**config.mk**
```make
export PLATFORM = sky130hd
export DESIGN_NAME = reset_sequencer
export DESIGN_NICKNAME = d
export VERILOG_FILES = /design/src/rtl/reset_sequencer_pkg.sv /design/src/rtl/reset_sequencer_sat_counter.sv /design/src/rtl/reset_sequencer.sv
export SDC_FILE = /design/constraint.sdc
export NUM_CORES = 1
export LEC_CHECK = 0
export ABC_AREA = 1
export ABC_CLOCK_PERIOD_IN_PS = 2250
export BUFFER_PORTS_ARGS = -buffer_cell sky130_fd_sc_hd__buf_2
export CAP_MARGIN = 15
export CORE_ASPECT_RATIO = 0.75
export CORE_MARGIN = 2
export CORE_UTILIZATION = 55
export CTS_BUF_LIST = sky130_fd_sc_hd__clkbuf_16
export CTS_CLUSTER_SIZE = 30
export DETAILED_ROUTE_END_ITERATION = 6
export HOLD_SLACK_MARGIN = 0.05
export PLACE_DENSITY = 0.78
export SLEW_MARGIN = 20
export SYNTH_ARGS = -nofsm -noshare
export SYNTH_HDL_FRONTEND = slang
export SYNTH_SLANG_ARGS = --single-unit
```
**constraint.sdc**
```tcl
create_clock -name clk_50mhz -period 2.25 [get_ports clk_50mhz]
set_clock_uncertainty 0.2 [all_clocks]
set_input_delay 0.225 -clock clk_50mhz [delete_from_list [all_inputs] [get_ports clk_50mhz]]
set_output_delay 0.225 -clock clk_50mhz [all_outputs]
set_load 0.01 [all_outputs]
```
**src/rtl/reset_sequencer_pkg.sv**
```systemverilog
// Shared definitions for the reset sequencer: state encoding and status widths.
// The DE5 top level imports the same package to decode sequencer status.
package reset_sequencer_pkg;

    localparam int unsigned STATE_W   = 2;
    localparam int unsigned RESTART_W = 8;

    localparam logic [STATE_W-1:0] ST_HOLD      = 2'd0;
    localparam logic [STATE_W-1:0] ST_WAIT_LOCK = 2'd1;
    localparam logic [STATE_W-1:0] ST_RELEASE   = 2'd2;
    localparam logic [STATE_W-1:0] ST_RUN       = 2'd3;

endpackage

```
**src/rtl/reset_sequencer_sat_counter.sv**
```systemverilog
// Saturating up-counter with synchronous clear; used for the restart counter.
module sat_counter #(
    parameter int unsigned W = 8
) (
    input  logic         clk_50mhz,
    input  logic         clr,
    input  logic         inc,
    output logic [W-1:0] count
);

    always_ff @(posedge clk_50mhz) begin
        if (clr) begin
            count <= '0;
        end else if (inc && (count != {W{1'b1}})) begin
            count <= count + W'(1);
        end
    end

endmodule

```
**src/rtl/reset_sequencer.sv**
```systemverilog
// Multi-domain reset sequencer: hold, wait for masked PLL lock, then staggered
// release in ascending domain order; re-runs on soft reset or masked lock loss.
module reset_sequencer
    import reset_sequencer_pkg::*;
#(
    parameter int unsigned                 NUM_DOMAINS    = 4,
    parameter int unsigned                 HOLD_CYCLES    = 1024,
    parameter int unsigned                 STAGGER_CYCLES = 64,
    parameter logic [NUM_DOMAINS-1:0]      LOCK_MASK      = NUM_DOMAINS'(4'b0011),
    parameter int unsigned                 LOCK_TIMEOUT   = 65536,
    parameter int unsigned                 CNT_W          = 20
) (
    input  logic                   clk_50mhz,
    input  logic                   rst_50mhz_n,
    input  logic                   soft_reset_in,
    input  logic [NUM_DOMAINS-1:0] pll_locked,
    output logic [NUM_DOMAINS-1:0] domain_reset_out,
    output logic                   all_released,
    output logic                   busy,
    output logic                   lock_timeout,
    output logic [RESTART_W-1:0]   restart_count
);

    localparam longint unsigned CNT_MAX  = (64'd1 << CNT_W) - 64'd1;
    localparam longint unsigned REL_SPAN = 64'(STAGGER_CYCLES) * 64'(NUM_DOMAINS - 1);

    if (NUM_DOMAINS > 16 || NUM_DOMAINS < 1) begin : g_chk_domains
        $fatal(1, "reset_sequencer: NUM_DOMAINS must be 1..16");
    end
    if (64'(HOLD_CYCLES) > CNT_MAX || 64'(LOCK_TIMEOUT) > CNT_MAX ||
        64'(STAGGER_CYCLES) > CNT_MAX || REL_SPAN > CNT_MAX) begin : g_chk_width
        $fatal(1, "reset_sequencer: cycle parameter exceeds CNT_W range");
    end

    localparam logic [CNT_W-1:0] HOLD_LAST    = CNT_W'(HOLD_CYCLES - 1);
    localparam logic [CNT_W-1:0] TIMEOUT_LAST = CNT_W'(LOCK_TIMEOUT - 1);
    localparam logic [CNT_W-1:0] REL_LAST     = CNT_W'(REL_SPAN);

    logic [STATE_W-1:0]     state_q, state_d;
    logic [CNT_W-1:0]       cnt_q, cnt_d;
    logic [NUM_DOMAINS-1:0] dom_rst_d;
    logic                   restart_inc_c;
    logic                   timeout_set_c;
    logic                   lock_ok_c;

    assign lock_ok_c = ((pll_locked & LOCK_MASK) == LOCK_MASK);

    // Next-state, counter and per-domain release decisions
    always_comb begin
        state_d       = state_q;
        cnt_d         = cnt_q;
        dom_rst_d     = domain_reset_out;
        restart_inc_c = 1'b0;
        timeout_set_c = 1'b0;

        case (state_q)
            ST_HOLD: begin
                dom_rst_d = '1;
                if (soft_reset_in) begin
                    cnt_d = '0;
                end else if (cnt_q == HOLD_LAST) begin
                    state_d = ST_WAIT_LOCK;
                    cnt_d   = '0;
                end else begin
                    cnt_d = cnt_q + CNT_W'(1);
                end
            end
            ST_WAIT_LOCK: begin
                dom_rst_d = '1;
                if (soft_reset_in) begin
                    state_d       = ST_HOLD;
                    cnt_d         = '0;
                    restart_inc_c = 1'b1;
                end else if (lock_ok_c) begin
                    state_d = ST_RELEASE;
                    cnt_d   = '0;
                end else if (cnt_q == TIMEOUT_LAST) begin
                    state_d       = ST_HOLD;
                    cnt_d         = '0;
                    restart_inc_c = 1'b1;
                    timeout_set_c = 1'b1;
                end else begin
                    cnt_d = cnt_q + CNT_W'(1);
                end
            end
            ST_RELEASE: begin
                if (soft_reset_in || !lock_ok_c) begin
                    state_d       = ST_HOLD;
                    cnt_d         = '0;
                    dom_rst_d     = '1;
                    restart_inc_c = 1'b1;
                end else begin
                    for (int i = 0; i < int'(NUM_DOMAINS); i++) begin
                        if (cnt_q == CNT_W'(64'(i) * 64'(STAGGER_CYCLES))) begin
                            dom_rst_d[i] = 1'b0;
                        end
                    end
                    if (cnt_q == REL_LAST) begin
                        state_d = ST_RUN;
                    end else begin
                        cnt_d = cnt_q + CNT_W'(1);
                    end
                end
            end
            ST_RUN: begin
                dom_rst_d = '0;
                if (soft_reset_in || !lock_ok_c) begin
                    state_d       = ST_HOLD;
                    cnt_d         = '0;
                    dom_rst_d     = '1;
                    restart_inc_c = 1'b1;
                end
            end
            default: begin
                state_d   = ST_HOLD;
                cnt_d     = '0;
                dom_rst_d = '1;
            end
        endcase
    end

    // State, counter and registered status outputs
    always_ff @(posedge clk_50mhz) begin
        if (!rst_50mhz_n) begin
            state_q          <= ST_HOLD;
            cnt_q            <= '0;
            domain_reset_out <= '1;
            busy             <= 1'b1;
            all_released     <= 1'b0;
            lock_timeout     <= 1'b0;
        end else begin
            state_q          <= state_d;
            cnt_q            <= cnt_d;
            domain_reset_out <= dom_rst_d;
            busy             <= (state_d != ST_RUN);
            all_released     <= (state_d == ST_RUN);
            lock_timeout     <= lock_timeout | timeout_set_c;
        end
    end

    sat_counter #(
        .W(RESTART_W)
    ) u_restart_cnt (
        .clk_50mhz (clk_50mhz),
        .clr       (!rst_50mhz_n),
        .inc       (restart_inc_c),
        .count     (restart_count)
    );

endmodule
```
==> results of run 1 <==
[metal layers]
layer	track usage [%]	vias up
met4	5.97	0
met3	7.00	7
met5	0	-
met2	35.3	54
li1	-	970
met1	34.3	860
[cell type report]
type	instances	area [µm²]
Fill cell	315	1270
Multi-Input combinational cell	211	1130
Sequential cell	37	741
Clock buffer	5	125
Inverter	33	124
Timing Repair Buffer	19	95.1
Tap cell	52	65.1
Clock inverter	3	41.3
[kinds of logic (layout without fill, tap and decap cells)]
kind of cell / count (synthesis) / after routing / share of synthesized area [%]
xor+xnor: 14 / 14 / 6.05
flops: 37 / 37 / 36.5
compound gates: 26 / 26 / 7.04
simple gates: 168 / 168 / 40.4
buf+inv: 39 / 60 / 8.09
fa+ha+maj: 3 / 3 / 1.85
[metrics by stage]
stage	power (mW)	instances
floorplan	0.702	287
global route	1.53	360
global placement	0.711	352
CTS	1.49	360
detailed placement	0.712	352
finish	1.48	360
[worst max-delay path by stage]
stage / from / to / slack [ps] / cells past startpoint
detailed placement: cnt_q[1] / u_restart_cnt.count[7] / 220 / 12
CTS: cnt_q[1] / u_restart_cnt.count[7] / 190 / 12
floorplan: cnt_q[0] / cnt_q[13] / 480 / 11
finish: cnt_q[1] / u_restart_cnt.count[1] / 180 / 12
global placement: cnt_q[1] / u_restart_cnt.count[1] / 260 / 12
global route: cnt_q[1] / u_restart_cnt.count[3] / 20 / 12
[synthesized netlist by cell type, types with 2 or more instances]
master,instances
a21oi_1,12
buf_2,2
buf_6,2
clkbuf_1,2
dfxtp_1,37
ha_1,3
inv_1,33
nand2_1,54
nand2_2,7
nand2_4,2
nand3_1,29
nand3_2,4
nand4_1,7
nor2_1,42
nor2_2,5
nor3_1,8
nor3_2,3
nor4_1,2
o21ai_0,8
xnor2_1,3
xor2_1,11
[worst max-delay path, delay by kind of cell, from the launching register on]
family / cells / cell delay [ps]
compound gates: 1 / 60
fa+ha+maj: 1 / 220
flops: 1 / 380
simple gates: 10 / 1060
[where the power goes]
group          internal [mW]  switching (mW)
combinational         0.0118          0.0271
sequential             0.657         0.00188
clock                  0.518           0.265
total                   1.19           0.294
[registers in the layout, indices dropped and copies added (netlist names)]
name	flops
all_released	1
cnt_q	20
state_q	2
busy	1
domain_reset_out	4
u_restart_cnt.count	8
lock_timeout	1
==> metrics.md, run 1 <==
| Metric | Value |
|---|---|
| Status | finished clean |
| Critical-path cell list | ha_2 -> nand2_1 -> nor2_2 -> nand2_2 -> nor2_4 -> nand3_2 -> nand2_1 -> nand2_1 -> nand2_4 -> nand2_2 -> nand2_1 -> a21oi_1 |
| Most frequent cells in the layout | nand2_1, nor2_1, dfxtp_1, inv_1, nand3_1 |
| CTS H-tree lvls | 2 |
| Detailed-route via count | 1891 |
| RSZ-0062 raised after global routing | no |
| Met1 wire length | 2170 µm |
| Hold Path Stages | 3 |
| Slowest CP cell | dfxtp_1 |
| Post-route design area | 2320 µm² |
| N_diodes | 0 |
| Setup TNS | 0 ps |
| Pins Over Slew Limit | 0 |
| Peak VDD IR | 536 µV |
| Highest metal used | met4 |
| Post-synth cell types | 32 |
| CTS sink cnt | 37 |
| Worst slew margin | 74.5% |
| I/O Buffers | 19 |
| Dominant synthesized flop cell | dfxtp_1 |
| Initial antenna violation count | 0 |
| Via/cell ratio | 5.25 |
| Hold worst-path end | u_restart_cnt.count[2] |
| Final #Nets | 317 |
| CTS max path bufs | 2 |
| CTS tree | built |
| Synthesized flop and latch total | 37 |
| Top-area cell type share of the netlist area | 36.5% |
| TritonCTS Buffers | 5 |
| Total track usage | 24.0% |
| Die Wd | 74.1 µm |
| Commonest non-fill, non-tap cell in the layout | nand2_1 |
| Final ANT Viol Nets | 0 |
| GPL Wtd Cong | 0.840 |
| Area grow syn2layout | 14.5% |
| Initial Util | 56.5% |
| Clock Latency Late Sink | 280 ps |
| First-pass DRT Iterations | 4 |
| Crit-path max cell delay | 380 ps |
| Setup violators final | 0 |
| Post-synthesis cell count | 287 |
| Reg-to-reg slack, setup | 180 ps |
| # IOs | 22 |
| WS Path Type | reg2reg |
| Crit. End Element | register |
| Register area share after synthesis | 36.5% |
| Post-CTS Hold Fix Bufs | 0 |
| PwrDens | 638 nW/µm² |
| Syn nets | 297 |
| Hold Crit Class | in2reg |
| CP arrival | 2020 ps |
| Met2 Routed Length | 1900 µm |
| Startpoint Class | register |
| Max Fanout on Critical Path | 10 |
| Syn Area/Cell | 7.06 µm² |
| GRT overflow | 0 |
| Vias in the first global route | 1720 |
| Ys Warns | 0 |
| Fmax | 484 MHz |
| Tcrit/Tclk final | 91.9% |
| Worst R2R Path Depth | 12 |
| Min-delay src | rst_50mhz_n |
| Final min period | 2070 ps |
| Worst Hold Slack | 95.5 ps |
| Core area | 3590 µm² |
| Top post-synthesis cells by area | dfxtp_1, nand2_1, nor2_1 |
| First-pass GRT wire length | 7730 µm |
| DP Wirelength | 3250 µm |
| Post-Syn Area | 2030 µm² |
| Cell taking the most area after synthesis | dfxtp_1 |
| Critical Path RT | 2210 ps |
| Final setup margin | 182 ps |
| Lkg Pwr | 0.929 nW |
| Setup repair bufs after CTS | 0 |
| Die area | 4190 µm² |
| Worst slack, placed | 219 ps |
| Drt initial violations | 148 |
| Share of cells above drive strength 1 | 16.6% |
| Post-cts sizing count | 0 |
| Die H | 56.6 µm |
| Launching point of the worst reg2reg path | cnt_q[1] |
| Final design utilization | 64.7% |
| Largest net degree at the start of global routing | 22 |
| Ys async rst share | 0% |
| Clk slew on worst S/H paths | 60 ps |
| Wirelength, routed | 4410 µm |
| Routed wire per std cell | 12.2 µm |
| Max-Cap Viols | 0 |
| Most frequent CP cell | nand2_1 |
| Post-synth EDFFs | 0 |
| Least-Margin Pin Slew | 382 ps |
| Dpl cell area | 2150 µm² |
| Clock root buffer | clkbuf_16 |
| Met3 routed WL | 285 µm |
| Placement Rows | 19 |
| Residual DRC count | 0 |
| R2r endpoint | u_restart_cnt.count[1] |
| Hold Fails Final Rpt | 0 |
Note: power is estimated with default switching activity, not from simulation.
==> run 2, diff against run 1 <==
--- a/config.mk
+++ b/config.mk
@@ -15,6 +15,7 @@
 export CTS_BUF_LIST = sky130_fd_sc_hd__clkbuf_16
 export CTS_CLUSTER_SIZE = 30
 export DETAILED_ROUTE_END_ITERATION = 6
+export GPL_TIMING_DRIVEN = 0
 export HOLD_SLACK_MARGIN = 0.05
 export PLACE_DENSITY = 0.78
 export SLEW_MARGIN = 20
==> metrics.md, run 2 (synthesis results as in run 1) <==
| Metric | Value |
|---|---|
| Die Wd | 74.1 µm (unchanged) |
| Largest regs | cnt_q: 20 flops, u_restart_cnt.count: 8 flops, domain_reset_out: 4 flops (unchanged) |
| Fin cells | 365 (was 360) |
| RSZ-0062 raised after global routing | no (unchanged) |
| Placed cells | 357 (was 352) |
| Max Fanout on Critical Path | 10 (unchanged) |
| Lkg Pwr | 0.947 nW (was 0.929 nW) |
| Initial Util | 56.5% (unchanged) |
| Placement Rows | 19 (unchanged) |
| Final design utilization | 66.2% (was 64.7%) |
| Via/cell ratio | 5.13 (was 5.25) |
| First-pass DRT Iterations | 4 (unchanged) |
| GRT overflow | 0 (unchanged) |
| Net switching power | 0.295 mW (was 0.294 mW) |
| Comb power frac | 2.6% (about the same) |
| Largest register FFs | 20 (unchanged) |
| Wirelength, routed | 4500 µm (was 4410 µm) |
| Switching Fraction | 18.5% (was 19.8%) |
| Residual DRC count | 0 (unchanged) |
| Worst slew margin | 67.6% (was 74.5%) |
| Post-route design area | 2370 µm² (was 2320 µm²) |
| Worst slack, placed | 225 ps (was 219 ps) |
| Clk slew on worst S/H paths | 60 ps (about the same) |
| Post-cts sizing count | 0 (unchanged) |
| GPL Wtd Cong | 0.874 (was 0.840) |
| Dpl cell area | 2180 µm² (was 2150 µm²) |
| CP arrival | 2020 ps (about the same) |
| I/O Buffers | 18 (was 19) |
| Routed wire per std cell | 12.3 µm (was 12.2 µm) |
| Peak VDD IR | 448 µV (was 536 µV) |
| Least-Margin Pin Slew | 486 ps (was 382 ps) |
| CTS max path bufs | 2 (unchanged) |
| N_diodes | 0 (unchanged) |
| CTS H-tree lvls | 2 (unchanged) |
| Post-CTS Hold Fix Bufs | 0 (unchanged) |
| Most frequent cells in the layout | nand2_1, nor2_1, dfxtp_1, inv_1, nand3_1 (unchanged) |
| Hold Fails Final Rpt | 0 (unchanged) |
| Hold Crit Class | in2reg (unchanged) |
| Clock Latency Late Sink | 280 ps (about the same) |
| Fmax | 481 MHz (was 484 MHz) |
| Filler instances | 317 (was 315) |
| CTS sink cnt | 37 (unchanged) |
| Final min period | 2080 ps (was 2070 ps) |
| Setup repair bufs after CTS | 0 (unchanged) |
| Largest net degree at the start of global routing | 13 (was 22) |
| Most flops, register | cnt_q (unchanged) |
| Clock root buffer | clkbuf_16 (unchanged) |
| # IOs | 22 (unchanged) |
| Int Power | 1.30 mW (was 1.19 mW) |
| Tcrit/Tclk final | 92.5% (was 91.9%) |
| Share of cells above drive strength 1 | 17.6% (was 16.6%) |
| CTS tree | built (unchanged) |
| Power share of the clock group | 56.2% (was 52.9%) |
| Pins Over Slew Limit | 0 (unchanged) |
| Vias in the first global route | 1616 (was 1720) |
| Max-Cap Viols | 0 (unchanged) |
| Drt initial violations | 117 (was 148) |
| Startpoint Class | register (unchanged) |
| Area grow syn2layout | 17.2% (was 14.5%) |
| First-pass GRT wire length | 7470 µm (was 7730 µm) |
| Commonest non-fill, non-tap cell in the layout | nand2_1 (unchanged) |
| Final ANT Viol Nets | 0 (unchanged) |
| PwrDens | 673 nW/µm² (was 638 nW/µm²) |
| Status | finished clean (unchanged) |
| Core area | 3590 µm² (unchanged) |
| TritonCTS Buffers | 5 (unchanged) |
| Total track usage | 23.8% (was 24.0%) |
| WS Path Type | reg2reg (unchanged) |
| Critical Path RT | 2190 ps (was 2210 ps) |
| Crit. End Element | register (unchanged) |
| Die area | 4190 µm² (unchanged) |
| Worst Hold Slack | 89.4 ps (was 95.5 ps) |
| Initial antenna violation count | 0 (unchanged) |
| Part of the power in registers | 41.2% (was 44.5%) |
| Detailed-route via count | 1872 (was 1891) |
| Final setup margin | 170 ps (was 182 ps) |
| Setup TNS | 0 ps (unchanged) |
| Final #Nets | 322 (was 317) |
| Setup violators final | 0 (unchanged) |
| Pwr Total | 1.60 mW (was 1.48 mW) |
| DP Wirelength | 3310 µm (was 3250 µm) |
| Die H | 56.6 µm (unchanged) |
## run 2: changes by cell type in the layout (fill, tap and decap cells not counted), sizes merged
cell      delta
buf          +3
bufinv       +1
clkbuf       +2
clkinvlp     -1
## run 2: final timing paths
check / start / depth (start not counted) / endpoint / slack [ps]
max: cnt_q[1] / 12 / u_restart_cnt.count[7] / 170
min reg2reg: lock_timeout / 1 / lock_timeout / 260
min: rst_50mhz_n / 3 / cnt_q[17] / 90
max reg2reg: cnt_q[1] / 12 / u_restart_cnt.count[7] / 170
## run 2: metal layers
layer  global-route usage [%]  vias up  part of all wire (%)
li1                         -      981                     -
met1                     37.2      835                    53
met3                     4.85        7                   5.9
met5                        0        -                     0
met4                     9.87        0                   1.7
met2                     31.1       49                    40
## run 2: layout make-up
type / count / area, µm² / share of cell area, %
clock inverter: 3 / 65.1 / 2.74
timing repair buffer: 18 / 90.1 / 3.79
buffer: 6 / 40.0 / 1.69
inverter: 33 / 124 / 5.22
sequential: 37 / 741 / 31.2
tap: 52 / 65.1 / 2.74
multi-input combinational: 211 / 1120 / 47.4
clock buffer: 5 / 125 / 5.27
## run 2: power by group through the flow
stage | Combinational, mW | Sequential, mW | Clock (mW)
2_1_floorplan | 0.0293 | 0.673 | 0
3_3_place_gp | 0.0404 | 0.673 | 0
3_5_place_dp | 0.0410 | 0.673 | 0
4_1_cts | 0.0415 | 0.659 | 0.906
5_1_grt | 0.0462 | 0.659 | 0.937
6_report | 0.0415 | 0.659 | 0.898
## run 2: critical path, stage by stage, from the launching register on
cell	delay, ps
dfxtp_1	380
ha_2	230
nand2_1	70
nor2_2	150
nand2_2	120
nor2_4	140
nand3_2	80
nand2_1	60
nand2_1	70
nand2_4	130
nand2_2	140
nand2_1	100
a21oi_1	60
